`src/rtl/acc_requant_stage.sv`:
```
// acc_requant_stage: bias add, round-half-up rescale and saturation of
// MAC accumulators ahead of the activation blocks, valid/ready both sides.
module acc_requant_stage #(
  parameter int ACC_WIDTH     = 24,
  parameter int WIDTH         = 8,
  parameter int DECIMAL_POINT = 4,
  parameter int ACC_FRAC      = 8
) (
  input  logic                 iClk,
  input  logic                 iRst,
  input  logic [ACC_WIDTH-1:0] accIn,
  input  logic [ACC_WIDTH-1:0] biasIn,
  input  logic                 inValid,
  output logic                 inReady,
  output logic [WIDTH-1:0]     dataOut,
  output logic                 outValid,
  input  logic                 outReady,
  input  logic                 clearStat,
  output logic [15:0]          satCount
);

  localparam int SHIFT = ACC_FRAC - DECIMAL_POINT;
  localparam int RW    = ACC_WIDTH + 2;

  generate
    if (SHIFT < 1 || SHIFT > ACC_WIDTH - WIDTH) begin : g_bad_shift
      $error("acc_requant_stage: SHIFT out of range");
    end
  endgenerate

  localparam logic signed [RW-1:0] HALF =
    RW'(1) << (SHIFT - 1);
  localparam logic signed [RW-1:0] MAXV =
    RW'((2 ** (WIDTH - 1)) - 1);
  localparam logic signed [RW-1:0] MINV =
    RW'(-(2 ** (WIDTH - 1)));

  logic                        v1;
  logic signed [ACC_WIDTH:0]   sum1;
  logic                        adv2;
  logic signed [RW-1:0]        rnd;
  logic signed [RW-1:0]        r;
  logic                        sat_hi;
  logic                        sat_lo;
  logic                        sat;
  logic [WIDTH-1:0]            q_next;

  assign adv2    = !outValid || outReady;
  assign inReady = iRst && (!v1 || adv2);

  always_ff @(posedge iClk) begin
    if (!iRst) begin
      v1   <= 1'b0;
      sum1 <= '0;
    end else if (inReady) begin
      v1 <= inValid;
      if (inValid) begin
        sum1 <= {accIn[ACC_WIDTH-1], accIn}
              + {biasIn[ACC_WIDTH-1], biasIn};
      end
    end
  end

  // Widen by one more bit so the rounding offset cannot overflow.
  always_comb begin
    rnd    = {sum1[ACC_WIDTH], sum1} + HALF;
    r      = rnd >>> SHIFT;
    sat_hi = r > MAXV;
    sat_lo = r < MINV;
    sat    = sat_hi || sat_lo;
    q_next = r[WIDTH-1:0];
    unique case (1'b1)
      sat_hi:  q_next = MAXV[WIDTH-1:0];
      sat_lo:  q_next = MINV[WIDTH-1:0];
      default: q_next = r[WIDTH-1:0];
    endcase
  end

  always_ff @(posedge iClk) begin
    if (!iRst) begin
      outValid <= 1'b0;
      dataOut  <= '0;
    end else if (adv2) begin
      outValid <= v1;
      if (v1) begin
        dataOut <= q_next;
      end
    end
  end

  always_ff @(posedge iClk) begin
    if (!iRst) begin
      satCount <= '0;
    end else if (clearStat) begin
      satCount <= '0;
    end else if (adv2 && v1 && sat && satCount != 16'hFFFF) begin
      satCount <= satCount + 16'd1;
    end
  end

endmodule

```
`config.mk`:
```
export PLATFORM = sky130hd
export DESIGN_NAME = acc_requant_stage
export DESIGN_NICKNAME = d
export VERILOG_FILES = /design/src/rtl/acc_requant_stage.sv
export SDC_FILE = /design/constraint.sdc
export NUM_CORES = 1
export LEC_CHECK = 0
export BUFFER_PORTS_ARGS = -buffer_cell sky130_fd_sc_hd__buf_4
export CORE_ASPECT_RATIO = 1.4
export CORE_MARGIN = 8
export CORE_UTILIZATION = 30
export CTS_CLUSTER_SIZE = 14
export DETAILED_ROUTE_END_ITERATION = 8
export REMOVE_ABC_BUFFERS = 1
export SLEW_MARGIN = 20
export SYNTH_ARGS = -nofsm -noshare
export SYNTH_HDL_FRONTEND = slang
export SYNTH_SLANG_ARGS = --single-unit
```
`constraint.sdc`:
```
create_clock -name iClk -period 4.7 [get_ports iClk]
set_clock_uncertainty 0.05 [all_clocks]
set_input_delay 0.47 -clock iClk [delete_from_list [all_inputs] [get_ports iClk]]
set_output_delay 0.47 -clock iClk [all_outputs]
set_load 0.02 [all_outputs]
```
---- Word-level counts from Yosys, hierarchy flattened ----
Index checks and enable logic that the tools add are counted.
operators by class
  add/sub/neg operators ................... 3
  $lt $le $gt $ge ......................... 2
  eq/ne operators ......................... 1
  multiplexer cells ....................... 1
  bitwise gates (word level) .............. 1
  reductions and logical operators ........ 12
operator list
  cell                   number
  $add 25x5->26 const B  1
  $add 24x24->25         1
  $gt 22x8->1 const B    1
  $lt 22x8->1 const B    1
  $add 16x1->16 const B  1
  $ne 16x16->1 const B   1
  $pmux 8 s2             1
  $logic_and 1x1->1      4
  $reduce_and 2->1       2
  $logic_or 1x1->1       3
  $logic_not 1->1        2
  $reduce_or 2->1        1
  $not 1->1              1
storage, ports and cells
  register bits ........................... 51
  output and inout bits ................... 26
  logic and storage cells ................. 25

---- Longest topological paths before layout ----
Gate-level depths: netlist of the first run.
  depth after elaboration ................. 5
  gate-level depth with buffers ........... 11

---- Worst setup path before layout of the first run ----
OpenSTA, ideal clock, no wires.
  path type ............................... input -> register
  from .................................... input accIn[6]
  to ...................................... register sum1[22]
  data arrival time ....................... 2.648 ns
  slack ................................... 1.878 ns
  stages .................................. 9
  buffers on the path ..................... 0
  cells stage by stage .................... ha_1 -> a21oi_1 -> nor3b_1 -> a2111oi_0 -> nand3_1 -> a41o_1 -> a31o_2 -> a211oi_1 -> o21ai_0
between the ends
  cells in the longest elaborated chain, start to end .. 1
RTL lines
  item                  RTL line  source
  start, declared       11        input logic [ACC_WIDTH-1:0] accIn,
  $add 24x24->25        59        + {biasIn[ACC_WIDTH-1], biasIn};
  end signal, assigned  58        sum1 <= {accIn[ACC_WIDTH-1], accIn}
  end, declared         39        logic signed [ACC_WIDTH:0] sum1;
No other way between the ends.
A chain may end at the register's enable or synchronous reset.

---- Final worst setup path of the first run ----
  from .................................... register sum1[5]
  to ...................................... register satCount[12]
between the ends
  cells in the longest elaborated chain, start to end .. 5
  elaborated cells on any way between the ends .. 6
  classes of those cells .................. add/sub (1); order compare (2); reduce/logical (3)
RTL lines
  item                                        RTL line  source
  $add 25x5->26 (*)                           66        rnd = {sum1[ACC_WIDTH], sum1} + HALF;
  $gt 22x8->1 or $lt 22x8->1 (tied branches)  68, 69
  $logic_or 1x1->1 (*)                        70        sat = sat_hi || sat_lo;
  $logic_and 1x1->1 (*) (2 in series)         96        end else if (adv2 && v1 && sat && satCount != 16'hFFFF) begin
  end signal, assigned                        97        satCount <= satCount + 16'd1;
  end, declared                               19        output logic [15:0] satCount
Every way passes the cells marked *; elsewhere a longest branch is shown, timed or not.

==> summary.txt, run 1 <==
Status
  – Outcome: finished clean

Power and ir drop
  – Sequential share of power: 40.4%
  – Switching Fraction: between 30% and 40%
  – Pwr/cell area: ~270 nW/um^2
  – Net switching power: approximately 0.00036 W
  – Combinational power share: approximately a quarter
  – Pint: approximately 0.00084 W
  – Clk network pwr share: a little over a third
  – Max VDD drop: ~120 uV
  – Total leakage power: about 1.9 nW

Placement
  – Dpl hpwl: 7380 microns
  – Routability-driven placement congestion ratio: between 0.8 and 0.9
  – Dpl cells: roughly 650
  – I/O Buffers: 78
  – Dpl ws: ~1200 ps

Routing
  – DR DRC count: 0
  – Routed vias/inst: approximately 5.3
  – Post-DRT Antenna Nets: 0
  – WL per Instance: about 14 microns
  – Via count: about 3500
  – Drt pass-1 iters: 4
  – Routed wire length: 9350 microns
  – Drt first-iter violations: between 100 and 150

Min path
  – Worst hold-check path type: input pin to flop
  – Hold path startpoint: inValid
  – Hold path endpoint: v1
  – Worst Hold Path Cells: 3

CTS
  – # hold bufs at CTS: 0
  – CTS Buf Count: 5
  – Clk_lat worst skew: roughly 290 ps
  – Root Driver: clkbuf_16
  – Clock transition at path regs: about 60 ps
  – Clk sinks: 48
  – Htree depth: 2
  – Longest Clk Path Bufs: 2
  – Setup repair bufs after CTS: 0
  – CTS tree: yes
  – Resized cells post-CTS: 0

STA
  – Hold WS: 386 ps
  – Post-layout min period: roughly 3100 ps
  – Worst slew pin tran: ~910 ps
  – Fin worst setup slack: between 1500 and 2000 ps
  – Final period util: 66.6%
  – Fin. max-slew vios: 0
  – Max Clock Freq: about 0.32 GHz
  – RSZ-0062 raised after global routing: no
  – Sum Neg Setup Slack: 0 ps
  – Finish-stage setup viols: 0
  – Slew margin rel.: a little under two fifths
  – Hold Violations, Final: 0

Yosys
  – Cells after Synth: around 450
  – Synth Warn #: 0
  – Top FF cell, synth: dfxtp_1
  – Number of synthesized register bits: 48
  – Ys async rst share: 0%
  – Post-synth EDFFs: 0
  – Seq/Total Area, Yosys: about a quarter
  – Yosys cell types: just under 60
  – Syn Area/Cell: ~8.1 sq um
  – Syn Std Cell Area: 3630 sq um

Final layout
  – Commonest non-fill, non-tap cell in the layout: buf_4
  – Fraction of final layout cells with drive strength greater than 1: between 20% and 30%
  – # nets final: 590
  – Layout area overhead: 23.3%
  – Antenna cells: 0
  – Final core utilization: between 30% and 40%
  – Most frequent cells in the layout: 81 x buf_4, 51 x nand2_1, 48 x dfxtp_1, 36 x nand3_1, 33 x o21ai_0
  – Post-route insts no fill: 660

Floorplan
  – Core area: around 12000 sq um
  – Die ar.: between 15000 and 20000 sq um
  – Die W: between 100 and 150 microns
  – Die H: around 150 microns
  – Top Ports: between 70 and 80
  – # rows: 47
  – Initial Utilization: between 30% and 40%

Global route
  – Initial antenna violation count: 0
  – Global-route wire length before repair: about 16000 microns
  – Largest net degree at the start of global routing: 45
  – GRT Total Usage: a little under an eighth
  – Gr ovfl total: 0
  – Vias in the first global route: about 3500

Worst setup path
  – R2R setup slack: around 1600 ps
  – Setup CP Type: flop to flop
  – CP max FO: 9
  – Reg-to-reg endpoint: satCount[12]
  – Worst Path Required: 4870 ps
  – CP startpoint kind: flop
  – Crit end category: flop
  – Data arrival time of the worst path: around 3300 ps
  – Reg2Reg Depth: 8
  – Critical R2R Launch: sum1[5]

Run
  – Max-capacitance violation count: 0
layout make-up:
class	instances	area, sq um
multi-input combinational	370	2530
timing repair buffer	81	608
fill	1202	7340
clock buffer	6	139
sequential	48	961
tap	147	184
inverter	6	22.5
clock inverter	2	38.8
routing by layer:
| layer | track usage [%] | routed length [microns] |
|---|---|---|
| met5 | 0 | 0 |
| met4 | 4.81 | 193 |
| met3 | 1.89 | 413 |
| met1 | 13.3 | 3980 |
| met2 | 21.0 | 4760 |
worst max path at each step:
stage | cells after the start | slack (ps) | end | startpoint
2_1_floorplan | 9 | 1880 | sum1[22] | accIn[6]
3_3_place_gp | 10 | 1330 | sum1[22] | accIn[6]
3_5_place_dp | 10 | 1240 | sum1[22] | accIn[6]
4_1_cts | 10 | 1540 | sum1[22] | accIn[6]
5_1_grt | 9 | 1210 | satCount[12] | sum1[4]
6_report | 8 | 1570 | satCount[12] | sum1[5]
stage by stage:
| stage | power (W) | area (sq um) |
|---|---|---|
| 2_1_floorplan | 0.000683 | 3510 |
| 3_3_place_gp | 0.000782 | 4300 |
| 3_5_place_dp | 0.000789 | 4300 |
| 4_1_cts | 0.00121 | 4480 |
| 5_1_grt | 0.00128 | 4480 |
| 6_report | 0.00120 | 4480 |
cell families (layout without fill, tap and decap cells):
logic type / Yosys count / after routing / synth area share [%]
simple gates: 184 / 184 / 27.9
compound gates: 121 / 121 / 22.9
fa+ha+maj: 25 / 25 / 8.61
flops: 48 / 48 / 26.4
mux: 16 / 16 / 4.41
xor+xnor: 24 / 24 / 5.79
buf+inv: 33 / 95 / 3.99
cell usage after synthesis (5+ instances only):
cell      number  area [sq um]
and2_1         8          50.1
inv_1          6          22.5
o21a_1         5          37.5
nand2b_1      15          93.8
nand2_1       51           191
nor2_1        14          52.6
nor2b_1        8          50.1
xor2_1         6          52.6
mux2i_1       16           160
clkbuf_1      18          67.6
a21oi_1       30           150
nand4_1        8          50.1
nor3_1         7          35.0
a21o_1         5          37.5
o21ai_0       33           165
ha_1          25           313
a211oi_1       7          52.6
nand3_1       36           180
o31ai_1        5          37.5
xnor2_1       18           158
buf_2          5          25.0
dfxtp_1       48           961
and3_1        13          81.3
registers in the layout (all words and copies together) (netlist names):
name      flops
v1            1
dataOut       8
sum1         22
satCount     16
outValid      1
critical path, stage by stage (launching register included):
cell       delay, ps
dfxtp_1          480
nand3_1          240
nor2_1           540
nand3_1          210
mux2i_1          280
a2111oi_4        120
a21o_1           280
a2111oi_0        640
mux2i_1          240
power by group through the flow:
stage	clock, W	sequential, W	combinational, W
finish	0.000425	0.000487	0.000292
global route	0.000453	0.000494	0.000331
CTS	0.000433	0.000486	0.000296
detailed placement	0	0.000496	0.000294
global placement	0	0.000494	0.000289
floorplan	0	0.000489	0.000194
(Power assumes the default switching activity.)
==> run 2: changes to the inputs <==
- clock period: 4.7 -> 3.1 ns (I/O delays scaled with it)
==> run 2 against run 1 <==
  * Clock power grew 28%
  * Clock-buffer cell count did not move
  * Cell count is 1.5% higher
  * Combinational power grew 65%
  * First-iteration DRC count up 23%
  * Sequential share of layout area down 0.31 points
  * Critical path depth rose by 1
  * Register-to-register slack got worse by 1300 ps
  * Via count down 0.43%
  * Critical endpoint is now satCount[10]
==> summary.txt, run 2 (synthesis gave the netlist of run 1 again) <==
Power and ir drop
  – Combinational power share: between 20% and 30%
  – Max VDD drop: between 150 and 200 uV
  – Total leakage power: 1.94 nW
  – Pwr/cell area: 385 nW/um^2
  – Clk network pwr share: slightly above 30%
  – Sequential share of power: approximately 41%
  – Pint: around 0.0012 W
  – Switching Fraction: between 30% and 40%
  – Net switching power: 0.000541 W

STA
  – Hold Violations, Final: 0
  – Sum Neg Setup Slack: 0 ps
  – Finish-stage setup viols: 0
  – Slew margin rel.: a little over half
  – Final period util: approximately 90%
  – Max Clock Freq: approximately 0.35 GHz
  – Fin. max-slew vios: 0
  – Worst slew pin tran: just under 700 ps
  – Hold WS: roughly 230 ps
  – RSZ-0062 raised after global routing: no
  – Post-layout min period: 2840 ps

Final layout
  – Commonest non-fill, non-tap cell in the layout: buf_4
  – Largest Register: sum1
  – Final core utilization: 38.5%
  – Most frequent cells in the layout: 91 x buf_4, 51 x nand2_1, 48 x dfxtp_1, 36 x nand3_1, 33 x o21ai_0
  – Post-route insts no fill: between 600 and 700
  – Antenna cells: 0
  – Regs by FF count: sum1 (22), satCount (16), dataOut (8)
  – Layout area overhead: 25.1%
  – Max reg flops: 22
  – # fillers: between 1000 and 1500
  – Fraction of final layout cells with drive strength greater than 1: between 20% and 30%
  – # nets final: 600

CTS
  – Htree depth: 2
  – Setup repair bufs after CTS: 0
  – Clock transition at path regs: approximately 60 ps
  – CTS tree: yes
  – Longest Clk Path Bufs: 2
  – Clk_lat worst skew: 280 ps
  – Root Driver: clkbuf_16
  – # hold bufs at CTS: 0
  – Resized cells post-CTS: 0
  – CTS Buf Count: 5
  – Clk sinks: 48

Floorplan
  – Die H: 146 microns
  – # rows: 47
  – Initial Utilization: between 30% and 40%
  – Die W: 109 microns
  – Core area: about 12000 sq um
  – Die ar.: 15900 sq um
  – Top Ports: between 70 and 80

Placement
  – Dpl cells: between 600 and 700
  – I/O Buffers: 78
  – Routability-driven placement congestion ratio: between 0.9 and 1
  – Dpl hpwl: approximately 7700 microns

Global route
  – GRT Total Usage: 12.0%
  – Initial antenna violation count: 0
  – Global-route wire length before repair: 16300 microns
  – Gr ovfl total: 0
  – Vias in the first global route: around 3600
  – Largest net degree at the start of global routing: 45

Status
  – Outcome: finished clean

Min path
  – Worst hold-check path type: input pin to flop

Routing
  – Routed vias/inst: approximately 5.2
  – Post-DRT Antenna Nets: 0
  – Drt first-iter violations: around 170
  – Routed wire length: between 9000 and 10000 microns
  – Drt pass-1 iters: 4
  – DR DRC count: 0
  – WL per Instance: 14.2 microns
  – Via count: 3505

Worst setup path
  – Worst Path Required: roughly 3300 ps
  – CP max FO: 11
  – CP startpoint kind: flop
  – Setup CP Type: flop to flop
  – Crit end category: flop
  – Data arrival time of the worst path: about 3000 ps

Run
  – Max-capacitance violation count: 0
## run 2: metrics by stage
stage	total power [W]	area, sq um	worst slack (ps)
2_1_floorplan	0.00104	3510	426
3_3_place_gp	0.00121	4380	152
3_5_place_dp	0.00122	4380	152
4_1_cts	0.00177	4530	207
5_1_grt	0.00186	4550	9.94
6_report	0.00175	4550	256
## run 2: power by group through the flow
stage                     Clock (W)  Sequential [W]  Combinational [W]
after floorplan                   0        0.000742           0.000294
after global placement            0        0.000735           0.000474
after detailed placement          0        0.000738           0.000483
after CTS                  0.000561        0.000723           0.000485
after global routing       0.000581        0.000733           0.000542
final                      0.000543        0.000724           0.000482
## run 2: metal layers
metal  global-route usage [%]  up-vias  routed length [microns]
li1                         -     1800                        -
met1                     13.3     1626                     3990
met2                     22.2       69                     4990
met3                     1.98       10                      382
met4                     3.44        0                      133
met5                        0        -                        0
## run 2: path summary, 6_finish.rpt
check / start / to / slack, ps / depth (start not counted)
hold reg to reg: satCount[6] / satCount[6] / 440 / 2
hold / removal: inValid / v1 / 230 / 3
setup / recovery: sum1[3] / satCount[10] / 260 / 9
setup reg to reg: sum1[3] / satCount[10] / 260 / 9
## run 2: cell type report
type / count / area [sq um] / share of cell area (%)
Sequential cell: 48 / 961 / 21.1
Multi-Input combinational cell: 370 / 2550 / 56.0
Timing Repair Buffer: 91 / 683 / 15.0
Clock inverter: 2 / 10.0 / 0.220
Inverter: 6 / 22.5 / 0.495
Tap cell: 147 / 184 / 4.05
Clock buffer: 6 / 139 / 3.05
## run 2: worst max-delay path, cell delays in order (launching register included)
cell and delay, ps:
dfxtp_1 370, ha_1 310, nand4_1 310, nor3b_1 300, a31o_2 130, a21oi_1 70, or4_4 570, and2_4 230
o2111ai_1 220, mux2i_1 200
